===== src/rtl/dft_pkg.sv =====
// Shared defaults and FSM encoding for the DFT bin power averager.
package dft_pkg;

    localparam int DATA_IN_W_DEF = 16;
    localparam int BINS_N_DEF    = 3;
    localparam int ACC_LOG2_DEF  = 4;

    typedef enum logic [1:0] {
        ST_IDLE  = 2'd0,
        ST_ACCUM = 2'd1,
        ST_DUMP  = 2'd2
    } state_e;

endpackage


===== src/rtl/dft_power_sq.sv =====
// Two-stage pipelined re^2 + im^2 with a flushable valid pass-through.
module dft_power_sq
    import dft_pkg::*;
#(
    parameter int W = DATA_IN_W_DEF
) (
    input  logic                  clk,
    input  logic                  rst_n,
    input  logic                  flush,
    input  logic                  valid_in,
    input  logic signed [W-1:0]   re_in,
    input  logic signed [W-1:0]   im_in,
    output logic                  valid_out,
    output logic [2*W-1:0]        pwr_out
);

    logic signed [2*W-1:0] re_x;
    logic signed [2*W-1:0] im_x;
    logic [2*W-1:0] re_sq_d, re_sq_q;
    logic [2*W-1:0] im_sq_d, im_sq_q;
    logic [2*W-1:0] sum_d, sum_q;
    logic v1_d, v1_q;
    logic v2_d, v2_q;

    // Squares are non-negative and at most 2^(2W-2), so the sum fits 2W bits.
    always_comb begin
        re_x    = {{W{re_in[W-1]}}, re_in};
        im_x    = {{W{im_in[W-1]}}, im_in};
        re_sq_d = $unsigned(re_x * re_x);
        im_sq_d = $unsigned(im_x * im_x);
        sum_d   = re_sq_q + im_sq_q;
        v1_d    = valid_in & ~flush;
        v2_d    = v1_q & ~flush;
    end

    always_ff @(posedge clk or negedge rst_n) begin
        if (!rst_n) begin
            re_sq_q <= '0;
            im_sq_q <= '0;
            sum_q   <= '0;
            v1_q    <= 1'b0;
            v2_q    <= 1'b0;
        end else begin
            re_sq_q <= re_sq_d;
            im_sq_q <= im_sq_d;
            sum_q   <= sum_d;
            v1_q    <= v1_d;
            v2_q    <= v2_d;
        end
    end

    assign valid_out = v2_q;
    assign pwr_out   = sum_q;

endmodule


===== src/rtl/dft_power_acc.sv =====
// Per-bin power averaging over 2^ACC_LOG2 DFT frames with a holding-register dump.
// Define DFT_POWER_PEAK_EN to add peak_idx_out (index of the largest averaged bin).
module dft_power_acc
    import dft_pkg::*;
#(
    parameter int DATA_IN_W = DATA_IN_W_DEF,
    parameter int BINS_N    = BINS_N_DEF,
    parameter int ACC_LOG2  = ACC_LOG2_DEF
) (
    input  logic                        clk,
    input  logic                        rst_n,
    input  logic signed [DATA_IN_W-1:0] data_re_in,
    input  logic signed [DATA_IN_W-1:0] data_im_in,
    input  logic                        valid_in,
    output logic [2*DATA_IN_W-1:0]      power_out,
    output logic [$clog2(BINS_N)-1:0]   bin_idx_out,
    output logic                        valid_out,
    output logic                        err_out
`ifdef DFT_POWER_PEAK_EN
    ,
    output logic [$clog2(BINS_N)-1:0]   peak_idx_out
`endif
);

    localparam int BW = $clog2(BINS_N);
    localparam int PW = 2 * DATA_IN_W;
    localparam int AW = PW + ACC_LOG2;
    localparam int FW = (ACC_LOG2 > 0) ? ACC_LOG2 : 1;
    localparam logic [BW-1:0] LAST_BIN = BW'(BINS_N - 1);
    localparam logic [FW-1:0] LAST_FRM = FW'((1 << ACC_LOG2) - 1);

    logic [BW-1:0] bin_cnt_d, bin_cnt_q;
    logic [BW-1:0] bin_s1_d, bin_s1_q;
    logic [BW-1:0] bin_s2_d, bin_s2_q;
    logic [FW-1:0] frm_d, frm_q;
    logic          err_d, err_q;
    logic          short_burst;
    logic          load;
    logic          sq_valid;
    logic [PW-1:0] sq_pwr;

    logic [AW-1:0] acc_nx [BINS_N];
    logic [AW-1:0] acc_d  [BINS_N];
    logic [AW-1:0] acc_q  [BINS_N];
    logic [PW-1:0] hold_d [BINS_N];
    logic [PW-1:0] hold_q [BINS_N];

    state_e        state_d, state_q;
    logic [BW-1:0] dump_d, dump_q;
    logic [PW-1:0] pwr_d, pwr_q;
    logic [BW-1:0] idx_d, idx_q;
    logic          vld_d, vld_q;

    dft_power_sq #(
        .W (DATA_IN_W)
    ) u_sq (
        .clk       (clk),
        .rst_n     (rst_n),
        .flush     (short_burst),
        .valid_in  (valid_in),
        .re_in     (data_re_in),
        .im_in     (data_im_in),
        .valid_out (sq_valid),
        .pwr_out   (sq_pwr)
    );

    always_comb begin
        short_burst = ~valid_in && (bin_cnt_q != '0);
        bin_cnt_d   = bin_cnt_q;
        if (short_burst) begin
            bin_cnt_d = '0;
        end else if (valid_in) begin
            bin_cnt_d = (bin_cnt_q == LAST_BIN) ? '0 : bin_cnt_q + BW'(1);
        end
        bin_s1_d = bin_cnt_q;
        bin_s2_d = bin_s1_q;
        err_d    = err_q | short_burst;
    end

    // The final frame's last sample is folded in on the same cycle it is dumped.
    always_comb begin
        load  = sq_valid && (bin_s2_q == LAST_BIN) &&
                (frm_q == LAST_FRM) && !short_burst;
        frm_d = frm_q;
        if (short_burst) begin
            frm_d = '0;
        end else if (sq_valid && bin_s2_q == LAST_BIN) begin
            frm_d = (frm_q == LAST_FRM) ? '0 : frm_q + FW'(1);
        end
        for (int b = 0; b < BINS_N; b++) begin
            acc_nx[b] = acc_q[b];
            if (sq_valid && bin_s2_q == BW'(b)) begin
                acc_nx[b] = acc_q[b] + AW'(sq_pwr);
            end
            hold_d[b] = load ? acc_nx[b][ACC_LOG2 +: PW] : hold_q[b];
            acc_d[b]  = (short_burst || load) ? '0 : acc_nx[b];
        end
    end

    always_comb begin
        state_d = state_q;
        dump_d  = dump_q;
        vld_d   = 1'b0;
        pwr_d   = pwr_q;
        idx_d   = idx_q;
        unique case (state_q)
            ST_IDLE: begin
                if (valid_in) state_d = ST_ACCUM;
            end
            ST_ACCUM: begin
                if (load) begin
                    state_d = ST_DUMP;
                    dump_d  = '0;
                end
            end
            ST_DUMP: begin
                vld_d = 1'b1;
                pwr_d = hold_q[dump_q];
                idx_d = dump_q;
                if (dump_q == LAST_BIN) begin
                    state_d = ST_ACCUM;
                    dump_d  = '0;
                end else begin
                    dump_d = dump_q + BW'(1);
                end
                // Very short averaging depths can reload mid-dump.
                if (load) begin
                    state_d = ST_DUMP;
                    dump_d  = '0;
                end
            end
            default: state_d = ST_IDLE;
        endcase
    end

    always_ff @(posedge clk or negedge rst_n) begin
        if (!rst_n) begin
            bin_cnt_q <= '0;
            bin_s1_q  <= '0;
            bin_s2_q  <= '0;
            frm_q     <= '0;
            err_q     <= 1'b0;
            state_q   <= ST_IDLE;
            dump_q    <= '0;
            pwr_q     <= '0;
            idx_q     <= '0;
            vld_q     <= 1'b0;
            for (int b = 0; b < BINS_N; b++) begin
                acc_q[b]  <= '0;
                hold_q[b] <= '0;
            end
        end else begin
            bin_cnt_q <= bin_cnt_d;
            bin_s1_q  <= bin_s1_d;
            bin_s2_q  <= bin_s2_d;
            frm_q     <= frm_d;
            err_q     <= err_d;
            state_q   <= state_d;
            dump_q    <= dump_d;
            pwr_q     <= pwr_d;
            idx_q     <= idx_d;
            vld_q     <= vld_d;
            for (int b = 0; b < BINS_N; b++) begin
                acc_q[b]  <= acc_d[b];
                hold_q[b] <= hold_d[b];
            end
        end
    end

    assign power_out   = pwr_q;
    assign bin_idx_out = idx_q;
    assign valid_out   = vld_q;
    assign err_out     = err_q;

`ifdef DFT_POWER_PEAK_EN
    logic [BW-1:0] peak_d, peak_q;
    logic [BW-1:0] best_idx;
    logic [PW-1:0] best_pwr;

    // Strict compare keeps the lowest index on ties.
    always_comb begin
        best_idx = '0;
        best_pwr = hold_q[0];
        for (int b = 1; b < BINS_N; b++) begin
            if (hold_q[b] > best_pwr) begin
                best_pwr = hold_q[b];
                best_idx = BW'(b);
            end
        end
        peak_d = peak_q;
        if (state_q == ST_DUMP && dump_q == LAST_BIN) peak_d = best_idx;
    end

    always_ff @(posedge clk or negedge rst_n) begin
        if (!rst_n) peak_q <= '0;
        else        peak_q <= peak_d;
    end

    assign peak_idx_out = peak_q;
`endif

endmodule


===== config.mk =====
export PLATFORM = sky130hd
export DESIGN_NAME = dft_power_acc
export DESIGN_NICKNAME = d
export VERILOG_FILES = /design/src/rtl/dft_pkg.sv /design/src/rtl/dft_power_sq.sv /design/src/rtl/dft_power_acc.sv
export SDC_FILE = /design/constraint.sdc
export NUM_CORES = 2
export LEC_CHECK = 0
export CAP_MARGIN = 20
export CORE_MARGIN = 2
export CORE_UTILIZATION = 55
export DETAILED_ROUTE_END_ITERATION = 8
export GPL_TIMING_DRIVEN = 0
export PLACE_DENSITY_LB_ADDON = 0.05
export SETUP_SLACK_MARGIN = 0.02
export SKIP_CTS_REPAIR_TIMING = 1
export SYNTH_ARGS = -nofsm -noshare
export SYNTH_HDL_FRONTEND = slang
export SYNTH_SLANG_ARGS = --single-unit

===== constraint.sdc =====
create_clock -name clk -period 7.3 [get_ports clk]
set_input_delay 1.46 -clock clk [delete_from_list [all_inputs] [get_ports clk]]
set_output_delay 1.46 -clock clk [all_outputs]
set_load 0.01 [all_outputs]

==> results.md <==
- **outcome** complete, no violations
- **drt drc** 0
- **Crit path max-delay family** adder cells
- **fraction of layout cells with a size suffix above 1** 5.57%
- **mean post-synth cell area** 9.28 sq um
- **number of clock sinks** 350
- **most used cell along the critical path** fa_1
- **total global-route track usage** 27.5%
- **worst reg2reg path startpoint** u_sq.pwr_out[1]$_DFF_PN0_
- **number of nets in the layout** 4,823
- **MaxCap Viol Count** 0
- **total of fill cells in the finished design** 5,832
- **Worst Tran Pin Value** 1050 ps
- **Worst-path clk slew** 60 ps
- **clk_lat worst skew** 560 ps
- **Final period util** 97.3%
- **half-perimeter wire length of the detailed placement result** 73,400 um
- **Min-Delay Path Class** flip-flop to flip-flop
- **wire length of the first global-routing pass** 145,000 um
- **number of synthesized flops with an enable pin** 0
- **vias in the first global route** 27,325
- **number of buffers inserted by port buffering** 69
- **Worst EP required** 7760 ps
- **Detailed Routing Iterations Pass 1** 5
- **stage delay of the slowest cell on the critical path** 560 ps
- **WL final** 89,200 um
- **launching instance or port of the critical path** data_im_in[0]
- **async set-or-reset flop fraction in the synthesized netlist** 100%
- **clk_skew** 29.1 ps
- **most frequent cells in the layout** inv_1, fa_1, nand2_1, dfrtp_1, ha_1
- **path type of the worst setup path** input port to flip-flop
- **DRT iter0 DRCs** 1,437
- **Final Wtd Congestion** 0.932
- **Most used DFF post-synth** dfrtp_1
- **worst min-delay path startpoint** bin_s1_q[1]$_DFF_PN0_
- **kind of launch point of the worst setup path** input port
- **worst setup slack after layout** 200 ps
- **Seq cells post-synth** 350
- **count of warnings emitted by yosys** 0
- **distinct cell type count of the synthesized netlist** 76
- **worst path arrival time** 7560 ps
- **routed len/inst** 18.2 um
- **portion of the post-synthesis area used by sequential elements** 24.3%
- **Core ar.** 64,600 sq um
- **largest fanout on the critical path** 10
- **clock root cell** clkbuf_16
- **slowest CP cell** fa_1
- **average via count per standard cell** 5.35
- **WHS** 348 ps
- **Max Freq** 0.141 GHz
- **post-place setup slack** -1640 ps
- **Syn Nets** 4,697
- **cells after synthesis** 3,886
- **min Tclk post-route** 7100 ps
- **area grow syn2layout** 10.0%
- **CTS tree** done
- **initial antenna violation count** 0
- **DIE HEIGHT** 260 um
- **GRT overflow** 0
- **Clock H-tree levels** 2
- **detailed-route via count** 26,185
- **overall die width** 260 um
- **initial core utilization** 55.8%
- **ordered cell list for the critical path** clkdlybuf4s50_1 > clkbuf_4 > nor2_1 > xnor2_1 > ha_1 > a31o_2 > fa_1 > fa_1 > fa_1 > fa_1 > inv_1 > fa_1 > inv_1 > ha_2 > a21o_1 > a21o_1 > a2111oi_2 > a21boi_4 > o31ai_4 > a31oi_2 > o21bai_2 > a21bo_2 > a21oi_1 > xnor2_1
- **Post-DRT Antenna Nets** 0
- **pin count of the biggest net entering global routing** 115
- **Inserted Clock Buffers** 40
- **number of buffers and inverters on the critical path** 4
- **number of placement rows** 93
- **most common cell after layout, fill and taps aside** inv_1
- **Inserted Diodes** 0
- **Critical Path End Type** flip-flop
- **clock tree buffer depth** 3
- **I/O Pins** 71
- **final setup vio count** 0
- **final-report hold violation count** 0
- **DIE AREA** 67,600 sq um
- **post-synthesis instance area** 36,000 sq um
- **final count of pins violating max slew** 0
- **normalized max-slew margin** 30.2%
[layout make-up]
class                           count  area [sq um]  share of cell area (%)
Buffer                            130           666                    1.68
Clock buffer                       55          1130                    2.84
Clock inverter                     17           188                   0.473
Inverter                          663          2490                    6.28
Multi-Input combinational cell   2743         24500                    61.8
Sequential cell                   350          8760                    22.1
Tap cell                          855          1070                    2.70
Timing Repair Buffer               84           836                    2.11
[kinds of logic after synthesis]
| logic type | count (synthesis) | share of synthesized area (%) |
|---|---|---|
| buffers and inverters | 793 | 8.26 |
| flip-flops | 350 | 24.3 |
| AND/OR/NAND/NOR | 1006 | 12.4 |
| XOR/XNOR | 203 | 4.93 |
| multiplexers | 46 | 1.28 |
| AO/OA/AOI/OAI | 712 | 12.1 |
| adder cells (fa/ha/maj) | 776 | 36.8 |
[final timing paths]
| check | endpoint | slack (ps) | cells after the start |
|---|---|---|---|
| setup / recovery | u_sq.im_sq_q[31]$_DFF_PN0_ | 200 | 24 |
| max in group asynchronous | u_sq.re_sq_q[21]$_DFF_PN0_ | 5210 | 3 |
| hold / removal | bin_s2_q[1]$_DFF_PN0_ | 350 | 0 |
| setup reg to reg | hold_q[95]$_DFFE_PN0P_ | 3670 | 11 |
| min in group asynchronous | acc_q[40]$_DFF_PN0_ | 790 | 1 |
| hold reg to reg | bin_s2_q[1]$_DFF_PN0_ | 350 | 0 |
[registers in the layout, indices dropped and copies added, names as in the netlist, 4 cells and up]
| name | flops |
|---|---|
| frm_q | 4 |
| power_out | 32 |
| u_sq.re_sq_q | 31 |
| acc_q | 108 |
| u_sq.im_sq_q | 31 |
| u_sq.pwr_out | 32 |
| hold_q | 96 |
[layer usage]
layer	share of wire (%)	up-vias	wire length [um]	track usage [%]
met5	0	-	0	0
met4	2.8	0	2500	7.33
met3	3.1	111	2790	2.37
met2	51	437	45800	49.8
met1	43	12974	38100	35.4
li1	-	12663	-	-
[cells in the mapped netlist (46+ instances only)]
cell type  number  share of area [%]
a21o_1         75                1.6
and2_1         99                1.7
a21oi_1       259                3.6
dfrtp_1       350                 24
nor2_1        259                2.7
ha_1          304                 11
fa_1          472                 26
clkbuf_1      120                1.2
nand2_1       462                4.8
o21ai_0       180                2.5
xnor2_1       137                3.3
mux2i_1        46                1.3
xor2_1         66                1.6
inv_1         663                6.9
[through the flow]
stage                     setup TNS (ps)  area [sq um]  utilization [%]  std cells
after floorplan                        0         36000                -       3886
after global placement          -3744870         37800             58.5       4810
after detailed placement          -33250         37900             58.7       4814
after CTS                         -13980         39200             60.7       4886
after global routing               -22.1         39700             61.4       4897
final                                  0         39700             61.4       4897
[worst register-to-register path, cell delays in order, from the launching register on]
cell       delay [ps]
dfrtp_1           510
ha_1              350
a21o_1            130
nand4_1           160
a31oi_1           280
o21ai_0           250
o31ai_2           410
a41oi_1           370
o311ai_2          430
o2111ai_1         250
xor2_1            260
o21ai_1           110
Power is left out: the tool's default activity adds up to more than one toggle a clock period on the data nets, which glitch-free logic cannot reach.
